File: src/rtl/imem_loader.sv
// Boot-time instruction memory loader: receives a framed image byte by byte,
// writes each 32-bit word to instruction memory and releases the core once the checksum matches.
module imem_loader #(
  parameter logic [31:0] BASE_ADDR = 32'h0000_0000,
  parameter int          MAX_WORDS = 256
) (
  input  logic        clk,
  input  logic        rst,
  input  logic        rx_valid,
  input  logic [7:0]  rx_data,
  output logic        rx_ready,
  output logic        mem_we,
  output logic [31:0] mem_addr,
  output logic [31:0] mem_wdata,
  output logic        core_rst,
  output logic        done,
  output logic        err
);

  typedef enum logic [2:0] {
    IDLE, LEN_LO, LEN_HI, DATA, WRITE, CSUM, DONE, ERR
  } state_t;

  localparam logic [16:0] MAX_LEN = 17'(MAX_WORDS);

  state_t      state_r, state_s;
  logic [15:0] len_r, len_s;
  logic [15:0] word_idx_r, word_idx_s;
  logic [1:0]  byte_cnt_r, byte_cnt_s;
  logic [31:0] asm_r, asm_s;
  logic [7:0]  csum_r, csum_s;
  logic [31:0] addr_s, wdata_s;
  logic        rx_ready_r, mem_we_r, core_rst_r, done_r, err_r;
  logic [31:0] mem_addr_r, mem_wdata_r;
  logic        xfer_s;
  logic [15:0] len_full_s;

  assign xfer_s     = rx_valid & rx_ready_r;
  assign len_full_s = {rx_data, len_r[7:0]};

  // Next-state and datapath update for the frame parser
  always_comb begin
    state_s    = state_r;
    len_s      = len_r;
    word_idx_s = word_idx_r;
    byte_cnt_s = byte_cnt_r;
    asm_s      = asm_r;
    csum_s     = csum_r;
    addr_s     = mem_addr_r;
    wdata_s    = mem_wdata_r;
    case (state_r)
      IDLE: begin
        csum_s     = 8'h00;
        word_idx_s = 16'd0;
        byte_cnt_s = 2'd0;
        if (xfer_s && (rx_data == 8'hA5)) begin
          state_s = LEN_LO;
        end else begin
          state_s = IDLE;
        end
      end
      LEN_LO: begin
        if (xfer_s) begin
          len_s   = {8'h00, rx_data};
          state_s = LEN_HI;
        end else begin
          state_s = LEN_LO;
        end
      end
      LEN_HI: begin
        if (xfer_s) begin
          len_s = len_full_s;
          if (len_full_s == 16'd0) begin
            state_s = CSUM;
          end else if ({1'b0, len_full_s} > MAX_LEN) begin
            state_s = ERR;
          end else begin
            state_s = DATA;
          end
        end else begin
          state_s = LEN_HI;
        end
      end
      DATA: begin
        if (xfer_s) begin
          // Shifting in from the top leaves the first byte in [7:0] after four bytes
          asm_s  = {rx_data, asm_r[31:8]};
          csum_s = csum_r + rx_data;
          if (byte_cnt_r == 2'd3) begin
            byte_cnt_s = 2'd0;
            addr_s     = BASE_ADDR + {14'd0, word_idx_r, 2'b00};
            wdata_s    = {rx_data, asm_r[31:8]};
            state_s    = WRITE;
          end else begin
            byte_cnt_s = byte_cnt_r + 2'd1;
            state_s    = DATA;
          end
        end else begin
          state_s = DATA;
        end
      end
      WRITE: begin
        word_idx_s = word_idx_r + 16'd1;
        if ((word_idx_r + 16'd1) < len_r) begin
          state_s = DATA;
        end else begin
          state_s = CSUM;
        end
      end
      CSUM: begin
        if (xfer_s) begin
          if (rx_data == csum_r) begin
            state_s = DONE;
          end else begin
            state_s = ERR;
          end
        end else begin
          state_s = CSUM;
        end
      end
      DONE:    state_s = DONE;
      ERR:     state_s = ERR;
      default: state_s = IDLE;
    endcase
  end

  // State, counters and output registers; outputs are decoded from the next state
  always_ff @(posedge clk) begin
    if (rst) begin
      state_r     <= IDLE;
      len_r       <= 16'd0;
      word_idx_r  <= 16'd0;
      byte_cnt_r  <= 2'd0;
      asm_r       <= 32'd0;
      csum_r      <= 8'h00;
      rx_ready_r  <= 1'b1;
      mem_we_r    <= 1'b0;
      mem_addr_r  <= 32'd0;
      mem_wdata_r <= 32'd0;
      core_rst_r  <= 1'b1;
      done_r      <= 1'b0;
      err_r       <= 1'b0;
    end else begin
      state_r     <= state_s;
      len_r       <= len_s;
      word_idx_r  <= word_idx_s;
      byte_cnt_r  <= byte_cnt_s;
      asm_r       <= asm_s;
      csum_r      <= csum_s;
      rx_ready_r  <= (state_s == IDLE) || (state_s == LEN_LO) || (state_s == LEN_HI) ||
                     (state_s == DATA) || (state_s == CSUM);
      mem_we_r    <= (state_s == WRITE);
      mem_addr_r  <= addr_s;
      mem_wdata_r <= wdata_s;
      core_rst_r  <= (state_s != DONE);
      done_r      <= (state_s == DONE);
      err_r       <= (state_s == ERR);
    end
  end

  // A reset landing on the edge that ends WRITE must not commit that word
  assign mem_we    = mem_we_r & ~rst;
  assign rx_ready  = rx_ready_r;
  assign mem_addr  = mem_addr_r;
  assign mem_wdata = mem_wdata_r;
  assign core_rst  = core_rst_r;
  assign done      = done_r;
  assign err       = err_r;

endmodule

File: config.mk
export PLATFORM = sky130hd
export DESIGN_NAME = imem_loader
export DESIGN_NICKNAME = d
export VERILOG_FILES = /design/src/rtl/imem_loader.sv
export SDC_FILE = /design/constraint.sdc
export NUM_CORES = 1
export LEC_CHECK = 0
export ABC_CLOCK_PERIOD_IN_PS = 3760
export CORE_UTILIZATION = 55
export CTS_BUF_LIST = sky130_fd_sc_hd__clkbuf_2 sky130_fd_sc_hd__clkbuf_4 sky130_fd_sc_hd__clkbuf_8
export DETAILED_ROUTE_END_ITERATION = 6
export PLACE_DENSITY = 0.8
export SLEW_MARGIN = 15
export SYNTH_ARGS = -nofsm -noshare
export SYNTH_HDL_FRONTEND = slang
export SYNTH_SLANG_ARGS = --single-unit
File: constraint.sdc
create_clock -name clk -period 3.76 [get_ports clk]
set_input_delay 0.752 -clock clk [delete_from_list [all_inputs] [get_ports clk]]
set_output_delay 0.752 -clock clk [all_outputs]
set_load 0.005 [all_outputs]
# Word level (Yosys, flattened, before mapping)
# Cells that the tools add are included.
# op_classes
add_sub_neg,3
multipliers,0
div,0
magnitude_cmp,2
n_eq_ne,21
shift,0
mux,20
n_bitwise,4
reduce_logical,16
# op_table
cell,count
case mux 16 bit (2 select lines),2
two-way mux 16 bit,2
"== test 3 bit, second input constant",8
case mux 3 bit (8 select lines),1
two-way mux 3 bit,7
"adder 16 x 1 -> 16 bit, second input constant",1
"greater-than comparator 16 x 9 -> 1 bit, second input constant",1
zero test 16 bit,1
< comparator 16 bit,1
case mux 8 bit (2 select lines),1
"== test 3 x 2 -> 1 bit, second input constant",4
AND reduction 3 bit,3
adder 8 bit,1
== test 8 bit,1
"== test 8 bit, second input constant",1
two-way mux 8 bit,1
"== test 3 x 1 -> 1 bit, second input constant",2
zero test 3 bit,2
two-way mux 2 bit,3
"inequality test 2 bit, second input constant",3
nonzero test 2 bit,3
logical OR 1 bit,4
case mux 2 bit (2 select lines),1
AND reduction 2 bit,2
other kinds (7),10
# word_totals
register_bits,130
latch_bits,0
ramBits,0
rom_bits,0
out_inout_bits,69
memories,0

# Depth between registers and ports, before layout
# Gate-level depths: netlist of the first run.
# depth
ltp_word,10
mapped_depth,13
depth_no_buf,12

# Worst setup path after synthesis of the first run
# No wires, ideal clock.
# synth_timing
path_kind,register -> register
startpoint,register word_idx_r[6]
endpoint,register err_r (netlist: err)
setup_time_ps,116
t_arrival_ps,2766
slack_ps,879
path_stages_with_launch,14
path_buffers,2
period_less_slack_ps,2881
cell_sequence,dfxtp_1 > clkbuf_1 > and4_1 > and4_1 > clkbuf_1 > nand3_1 > xnor2_1 > ha_1 > a21o_1 > a211o_1 > a221o_1 > a21oi_2 > o2bb2ai_2 > and3_1
# synth_between
elab_chain_len,5
# synth_rtl
element,line_no,source
from (decl),28,"logic [15:0] word_idx_r, word_idx_s;"
from (signal assigned),146,word_idx_r <= word_idx_s;
adder 16 x 1 -> 16 bit,104,if ((word_idx_r + 16'd1) < len_r) begin
< comparator 16 bit,104,
two-way mux 3 bit,104,
case mux 3 bit (8 select lines),51,case (state_r)
== test 3 bit,157,err_r <= (state_s == ERR);
to (signal assigned),157,
to (decl),33,"logic rx_ready_r, mem_we_r, core_rst_r, done_r, err_r;"
# No other way between the ends.
# A chain may end at the register's enable or synchronous reset.

# Final worst setup path of the first run
# layout_timing
startpoint,register word_idx_r[2]
endpoint,register done_r (netlist: done)
# layout_between
elab_chain_len,5
# layout_rtl
element,line_no,source
adder 16 x 1 -> 16 bit,104,
< comparator 16 bit,104,
two-way mux 3 bit,104,
case mux 3 bit (8 select lines),51,
== test 3 bit,156,done_r <= (state_s == DONE);
to (signal assigned),156,
to (decl),33,
# No other way between the ends.

==> flow_summary.json, run 1 <==
{
  "maxCapViolCount": 0,
  "first_global_vias": 4555,
  "async_flop_share": 0,
  "power_density_nw_per_um2": 373,
  "overflow": 0,
  "mostFrequentLayoutCells": "179 x nand2_1, 122 x dfxtp_1, 109 x a21oi_1",
  "mostFrequentLayoutCell": "nand2_1",
  "drive_gt1_frac": 0.0714,
  "syn_inst": 713,
  "layout.nets": 793,
  "crit_required_ns": 4.08,
  "tightest_slew_ns": 0.800,
  "dr.pass1.iters": 6,
  "gp_congestion": 0.945,
  "wl_um": 13400,
  "track_usage": 0.264,
  "ir_worst_vdd_uv": 238,
  "root_buffer": "clkbuf_8",
  "ant_nets": 0,
  "io_buffer_count": 63,
  "cts.path.max_buffers": 2,
  "drv_slew": 0,
  "clock-sinks": 122,
  "grt_pass1_wl_um": 21500,
  "wl_per_cell_um": 14.9,
  "seq_area_frac_synth": 0.437,
  "synth-seq-cells": 122,
  "pin_count": 80,
  "cts_htree_levels": 4,
  "area_growth_pct": 18.1,
  "die_w_um": 103,
  "start_util": 0.569,
  "yosysWarningCount": 0,
  "startpoint_type": "register",
  "clk_pin_slew_ns": 0.07,
  "core_region_area_um2": 9820,
  "postCtsSetupRepairBufs": 0,
  "synth_edf_count": 0,
  "seq_area_um2": 2440,
  "path_max_fanout": 6,
  "hold_ws_ns": 0.454,
  "drt-initial-drc-count": 410,
  "path_class": "register to register",
  "fin_setup_tns_ns": 0,
  "cts_tree": "done",
  "rsz0062_at_grt": "no",
  "max_freq_ghz": 0.316,
  "dp_hpwl_um": 9130,
  "multi_input_area_um2": 2840,
  "dieArea_um2": 10600,
  "fin_crit_sh": 0.843,
  "drc": 0,
  "synth_flop_cell": "dfxtp_1",
  "fp.dieH_um": 103,
  "holdCritPathClass": "register to register",
  "arrival_ns": 3.49,
  "fp-row-count": 36,
  "numCtsBuffers": 17,
  "antenna_found_initial": 0,
  "post_cts_resized": 0,
  "status": "finished, final reports clean",
  "layout_min_cycle_time_ns": 3.17,
  "p_leak_nw": 2.41,
  "n_fill_cell": 847,
  "avgSynthCellArea_um2": 7.83,
  "n_antenna_cell": 0,
  "grt_max_degree": 82,
  "max_slew_margin": 0.466,
  "fin_skew_ns": 0.00660,
  "hold_viol": 0,
  "synth_area_um2": 5580,
  "vias": 5071,
  "clk_latency_ns": 0.43,
  "worst_setup_path_end_kind": "register",
  "via_per_inst": 5.62,
  "cts_hold_buf": 0,
  "setup_viol": 0,
  "synth.distinct_cells": 54
}
[layout make-up]
type                       count  area share
multi-input combinational    524       0.430
sequential                   122       0.370
tap                          133      0.0252
clock buffer                  20      0.0408
timing repair buffer          71       0.104
clock inverter                12      0.0175
inverter                      21      0.0120
[report_power, final]
group	internal [mW]	total (mW)	leakage, nW	switching [mW]
combinational	0.0192	0.0650	1.23	0.0459
clock	0.570	1.10	0.190	0.535
sequential	1.29	1.29	0.982	0.000129
[cells by family (layout without fill, tap and decap cells)]
logic type,Yosys count,after routing,share of synthesized area
buffers and inverters,82,124,0.0663
and+or+nand+nor,301,301,0.236
DFF,122,122,0.437
AOI/OAI and AO/OA,163,163,0.172
other,1,16,0.000672
xor gates and xnor gates,19,19,0.0298
adders and majority gates,25,25,0.0574
[cell usage after synthesis (2+ instances only)]
library cell | n | area [um^2]
a31oi_1 | 2 | 12.5
o211ai_1 | 2 | 15.0
a211o_1 | 2 | 17.5
nand4b_1 | 2 | 17.5
nand4_1 | 3 | 18.8
buf_2 | 2 | 10.0
ha_1 | 24 | 300
xor2_1 | 5 | 43.8
or3_1 | 2 | 12.5
a211oi_1 | 2 | 15.0
a21o_1 | 10 | 75.1
clkbuf_1 | 40 | 150
nand3b_1 | 2 | 15.0
xnor2_1 | 14 | 123
nand2b_1 | 4 | 25.0
and3_1 | 5 | 31.3
or2_2 | 2 | 12.5
and4_1 | 3 | 26.3
buf_1 | 3 | 11.3
dfxtp_1 | 122 | 2440
a21oi_2 | 2 | 17.5
nor3_1 | 14 | 70.1
buf_4 | 16 | 120
o21ai_0 | 8 | 40.0
inv_1 | 21 | 78.8
nand3_1 | 27 | 135
a21oi_1 | 109 | 546
nor4_1 | 4 | 25.0
nor2_1 | 42 | 158
nand2_1 | 179 | 672
nor2b_1 | 3 | 18.8
a22oi_1 | 14 | 105
or4_1 | 2 | 15.0
[per-stage QoR]
step / instance area [um^2] / std cells / total power, mW / setup WS, ns / util
after floorplan: 5640 / 728 / 1.37 / 0.879 / -
after global placement: 6210 / 871 / 1.38 / 0.528 / 0.633
after detailed placement: 6210 / 871 / 1.38 / 0.456 / 0.633
after CTS: 6600 / 903 / 2.47 / 0.638 / 0.672
after global routing: 6600 / 903 / 2.55 / 0.392 / 0.672
final: 6600 / 903 / 2.46 / 0.592 / 0.672
[layer usage]
layer	vias to the layer above	wire [um]	track usage
met5	-	0	0
met4	0	272	0.0910
met3	42	1010	0.0732
met2	219	6200	0.406
met1	2337	5960	0.356
li1	2473	-	-
[worst max-delay path, stage by stage (launching register included)]
cell and delay, ns:
dfxtp_1 0.43, and3_1 0.25, nand4_1 0.23, nor2_1 0.31
nand3_1 0.15, xnor2_1 0.16, ha_1 0.18, a21o_1 0.17
a211o_1 0.34, a221o_1 0.38, a21oi_2 0.13, o2bb2ai_2 0.11
and3_1 0.21
[sequential cells by signal, indices dropped and copies added (netlist names)]
signal,flops
mem_wdata,32
err,1
core_rst,1
len_r,16
rx_ready,1
asm_r,24
mem_we_r,1
done,1
byte_cnt_r,2
csum_r,8
word_idx_r,16
mem_addr,16
state_r,3
[worst paths after layout]
| path | slack [ns] | from | to | cells past startpoint |
|---|---|---|---|---|
| max | 0.59 | word_idx_r[2]$_SDFFE_PP0P_ | done$_SDFF_PP0_ | 12 |
| min | 0.45 | mem_addr[13]$_SDFFE_PP0P_ | mem_addr[13]$_SDFFE_PP0P_ | 2 |
| max reg2reg | 0.59 | word_idx_r[2]$_SDFFE_PP0P_ | done$_SDFF_PP0_ | 12 |
| min reg2reg | 0.45 | mem_addr[13]$_SDFFE_PP0P_ | mem_addr[13]$_SDFFE_PP0P_ | 2 |
(Power assumes the default switching activity.)
==> run 2: changes to the inputs <==
--- a/config.mk
+++ b/config.mk
@@ -5,7 +5,7 @@
 export SDC_FILE = /design/constraint.sdc
 export NUM_CORES = 1
 export LEC_CHECK = 0
-export ABC_CLOCK_PERIOD_IN_PS = 3760
+export ABC_CLOCK_PERIOD_IN_PS = 3200
 export CORE_UTILIZATION = 55
 export CTS_BUF_LIST = sky130_fd_sc_hd__clkbuf_2 sky130_fd_sc_hd__clkbuf_4 sky130_fd_sc_hd__clkbuf_8
 export DETAILED_ROUTE_END_ITERATION = 6
==> constraint.sdc (replaced) <==
create_clock -name clk -period 3.2 [get_ports clk]
set_input_delay 0.64 -clock clk [delete_from_list [all_inputs] [get_ports clk]]
set_output_delay 0.64 -clock clk [all_outputs]
set_load 0.005 [all_outputs]
==> flow_summary.json, run 2 (synthesis results as in run 1) <==
{
  "fin_skew_ns": 0.0125,
  "arrival_ns": 3.42,
  "postCtsSetupRepairBufs": 0,
  "root_buffer": "clkbuf_8",
  "n_fill_cell": 864,
  "mostFrequentLayoutCell": "nand2_1",
  "dp_hpwl_um": 8980,
  "fp-row-count": 36,
  "antenna_found_initial": 0,
  "n_antenna_cell": 0,
  "via_per_inst": 5.62,
  "dieArea_um2": 10600,
  "vias": 5125,
  "mostFrequentLayoutCells": "179 x nand2_1, 122 x dfxtp_1, 109 x a21oi_1",
  "dr.pass1.iters": 5,
  "place_area_um2": 6280,
  "min_from": "asm_r[15]$_SDFFE_PP0P_",
  "drv_slew": 0,
  "layout.nets": 802,
  "cts_hold_buf": 0,
  "clk_pin_slew_ns": 0.09,
  "ant_nets": 0,
  "holdCritPathClass": "register to register",
  "startpoint_type": "register",
  "maxCapViolCount": 0,
  "ir_worst_vdd_uv": 221,
  "path_class": "register to register",
  "worst_setup_path_end_kind": "register",
  "core_region_area_um2": 9820,
  "p_leak_nw": 2.45,
  "fp.dieH_um": 103,
  "overflow": 0,
  "max_freq_ghz": 0.324,
  "crit_cells": 11,
  "gp_congestion": 0.900,
  "clock-sinks": 122,
  "final_area_um2": 6670,
  "fin_total_pwr_mw": 2.93,
  "path_delay_family": "compound AO/OA/AOI/OAI gates",
  "numCtsBuffers": 17,
  "worst-r2r-cell-count": 11,
  "path_max_fanout": 7,
  "cts.path.max_buffers": 2,
  "largest_reg_flops": 32,
  "drive_gt1_frac": 0.0834,
  "drt-initial-drc-count": 339,
  "grt_max_degree": 91,
  "pin_count": 80,
  "utilization": 0.679,
  "grt_pass1_wl_um": 21900,
  "layout_min_cycle_time_ns": 3.09,
  "crit_path_top_delay_cell": "dfxtp_1",
  "max_slew_margin": 0.421,
  "reg2reg_slack_ns": 0.11,
  "drc": 0,
  "area_growth_pct": 19.4,
  "fin_setup_tns_ns": 0,
  "status": "finished, final reports clean",
  "fin_crit_sh": 0.966,
  "first_global_vias": 4604,
  "crit_required_ns": 3.53,
  "critPathMaxStageDelay_ns": 0.47,
  "cts_tree": "done",
  "min_to": "mem_wdata[7]$_SDFFE_PP0P_",
  "hold_depth": 2,
  "die_w_um": 103,
  "clk_latency_ns": 0.44,
  "path_cells": "and4_1 -> and4_2 -> nand3_1 -> xnor2_1 -> ha_1 -> a21o_1 -> a211o_1 -> a221o_1 -> a21oi_2 -> o2bb2ai_2 -> and3_1",
  "tightest_slew_ns": 0.869,
  "setup_viol": 0,
  "wl_per_cell_um": 14.9,
  "io_buffer_count": 63,
  "track_usage": 0.268,
  "critPathBufInv": 0,
  "wl_um": 13600,
  "cts_htree_levels": 4,
  "hold_viol": 0,
  "rr_startpoint": "word_idx_r[6]$_SDFFE_PP0P_",
  "r2r-end": "err$_SDFF_PP0_",
  "power_density_nw_per_um2": 440,
  "start_util": 0.569
}
## run 2: cell types whose count changed in the layout (fill, tap and decap cells not counted)
cell,before,now
and4_1,3,2
clkbuf_8,19,17
inv_8,0,7
clkinv_4,3,1
clkinv_2,2,0
bufinv_16,1,0
clkbuf_4,1,0
and4_2,0,1
buf_4,9,18
clkinv_8,0,1
## run 2: metal layers
| layer | global-route usage | vias up | part of all wire |
|---|---|---|---|
| li1 | - | 2491 | - |
| met1 | 0.352 | 2394 | 0.43 |
| met2 | 0.432 | 207 | 0.47 |
| met3 | 0.0569 | 33 | 0.070 |
| met4 | 0.107 | 0 | 0.023 |
| met5 | 0 | - | 0 |
## run 2: power breakdown
part           switching [mW]  internal, mW  leakage, nW
Combinational          0.0566        0.0265         1.28
Sequential           0.000140          1.52        0.982
Clock                   0.750         0.585        0.190
## run 2: area by class of cell
cell class / instances / area [um^2] / area share
Multi-Input combinational cell: 524 / 2840 / 0.425
Sequential cell: 122 / 2440 / 0.366
Timing Repair Buffer: 80 / 756 / 0.113
Clock buffer: 17 / 234 / 0.0351
Tap cell: 133 / 166 / 0.0250
Clock inverter: 15 / 153 / 0.0229
Inverter: 21 / 78.8 / 0.0118
## run 2: repair_timing
item | 4_1_cts | 5_1_grt
endpoints found under the setup margin | 0 | 3
hold endpoints to repair | 0 | 0
resized for setup | 0 | 1
## run 2: worst max-delay path by stage
stage / endpoint / slack, ns / from
global placement: mem_we_r$_SDFF_PP0_ / 0.27 / rx_data[1]
global route: err$_SDFF_PP0_ / -0.008 / word_idx_r[2]$_SDFFE_PP0P_
CTS: err$_SDFF_PP0_ / 0.14 / word_idx_r[1]$_SDFFE_PP0P_
finish: err$_SDFF_PP0_ / 0.11 / word_idx_r[6]$_SDFFE_PP0P_
floorplan: err$_SDFF_PP0_ / 0.32 / word_idx_r[6]$_SDFFE_PP0P_
detailed placement: err$_SDFF_PP0_ / 0.16 / word_idx_r[1]$_SDFFE_PP0P_
## run 2: worst register-to-register path, cell delays in order (launching register included)
cell and delay, ns:
dfxtp_1 0.47, and4_1 0.26, and4_2 0.30, nand3_1 0.12, xnor2_1 0.25, ha_1 0.30
a21o_1 0.17, a211o_1 0.33, a221o_1 0.37, a21oi_2 0.13, o2bb2ai_2 0.11, and3_1 0.19
## run 2: per-stage QoR
stage | hold WS (ns) | worst slack (ns) | std cells
2_1_floorplan | 0.432 | 0.319 | 728
3_3_place_gp | 0.442 | 0.270 | 880
3_5_place_dp | 0.447 | 0.158 | 880
4_1_cts | 0.452 | 0.140 | 912
5_1_grt | 0.476 | -0.00840 | 912
6_report | 0.450 | 0.110 | 912
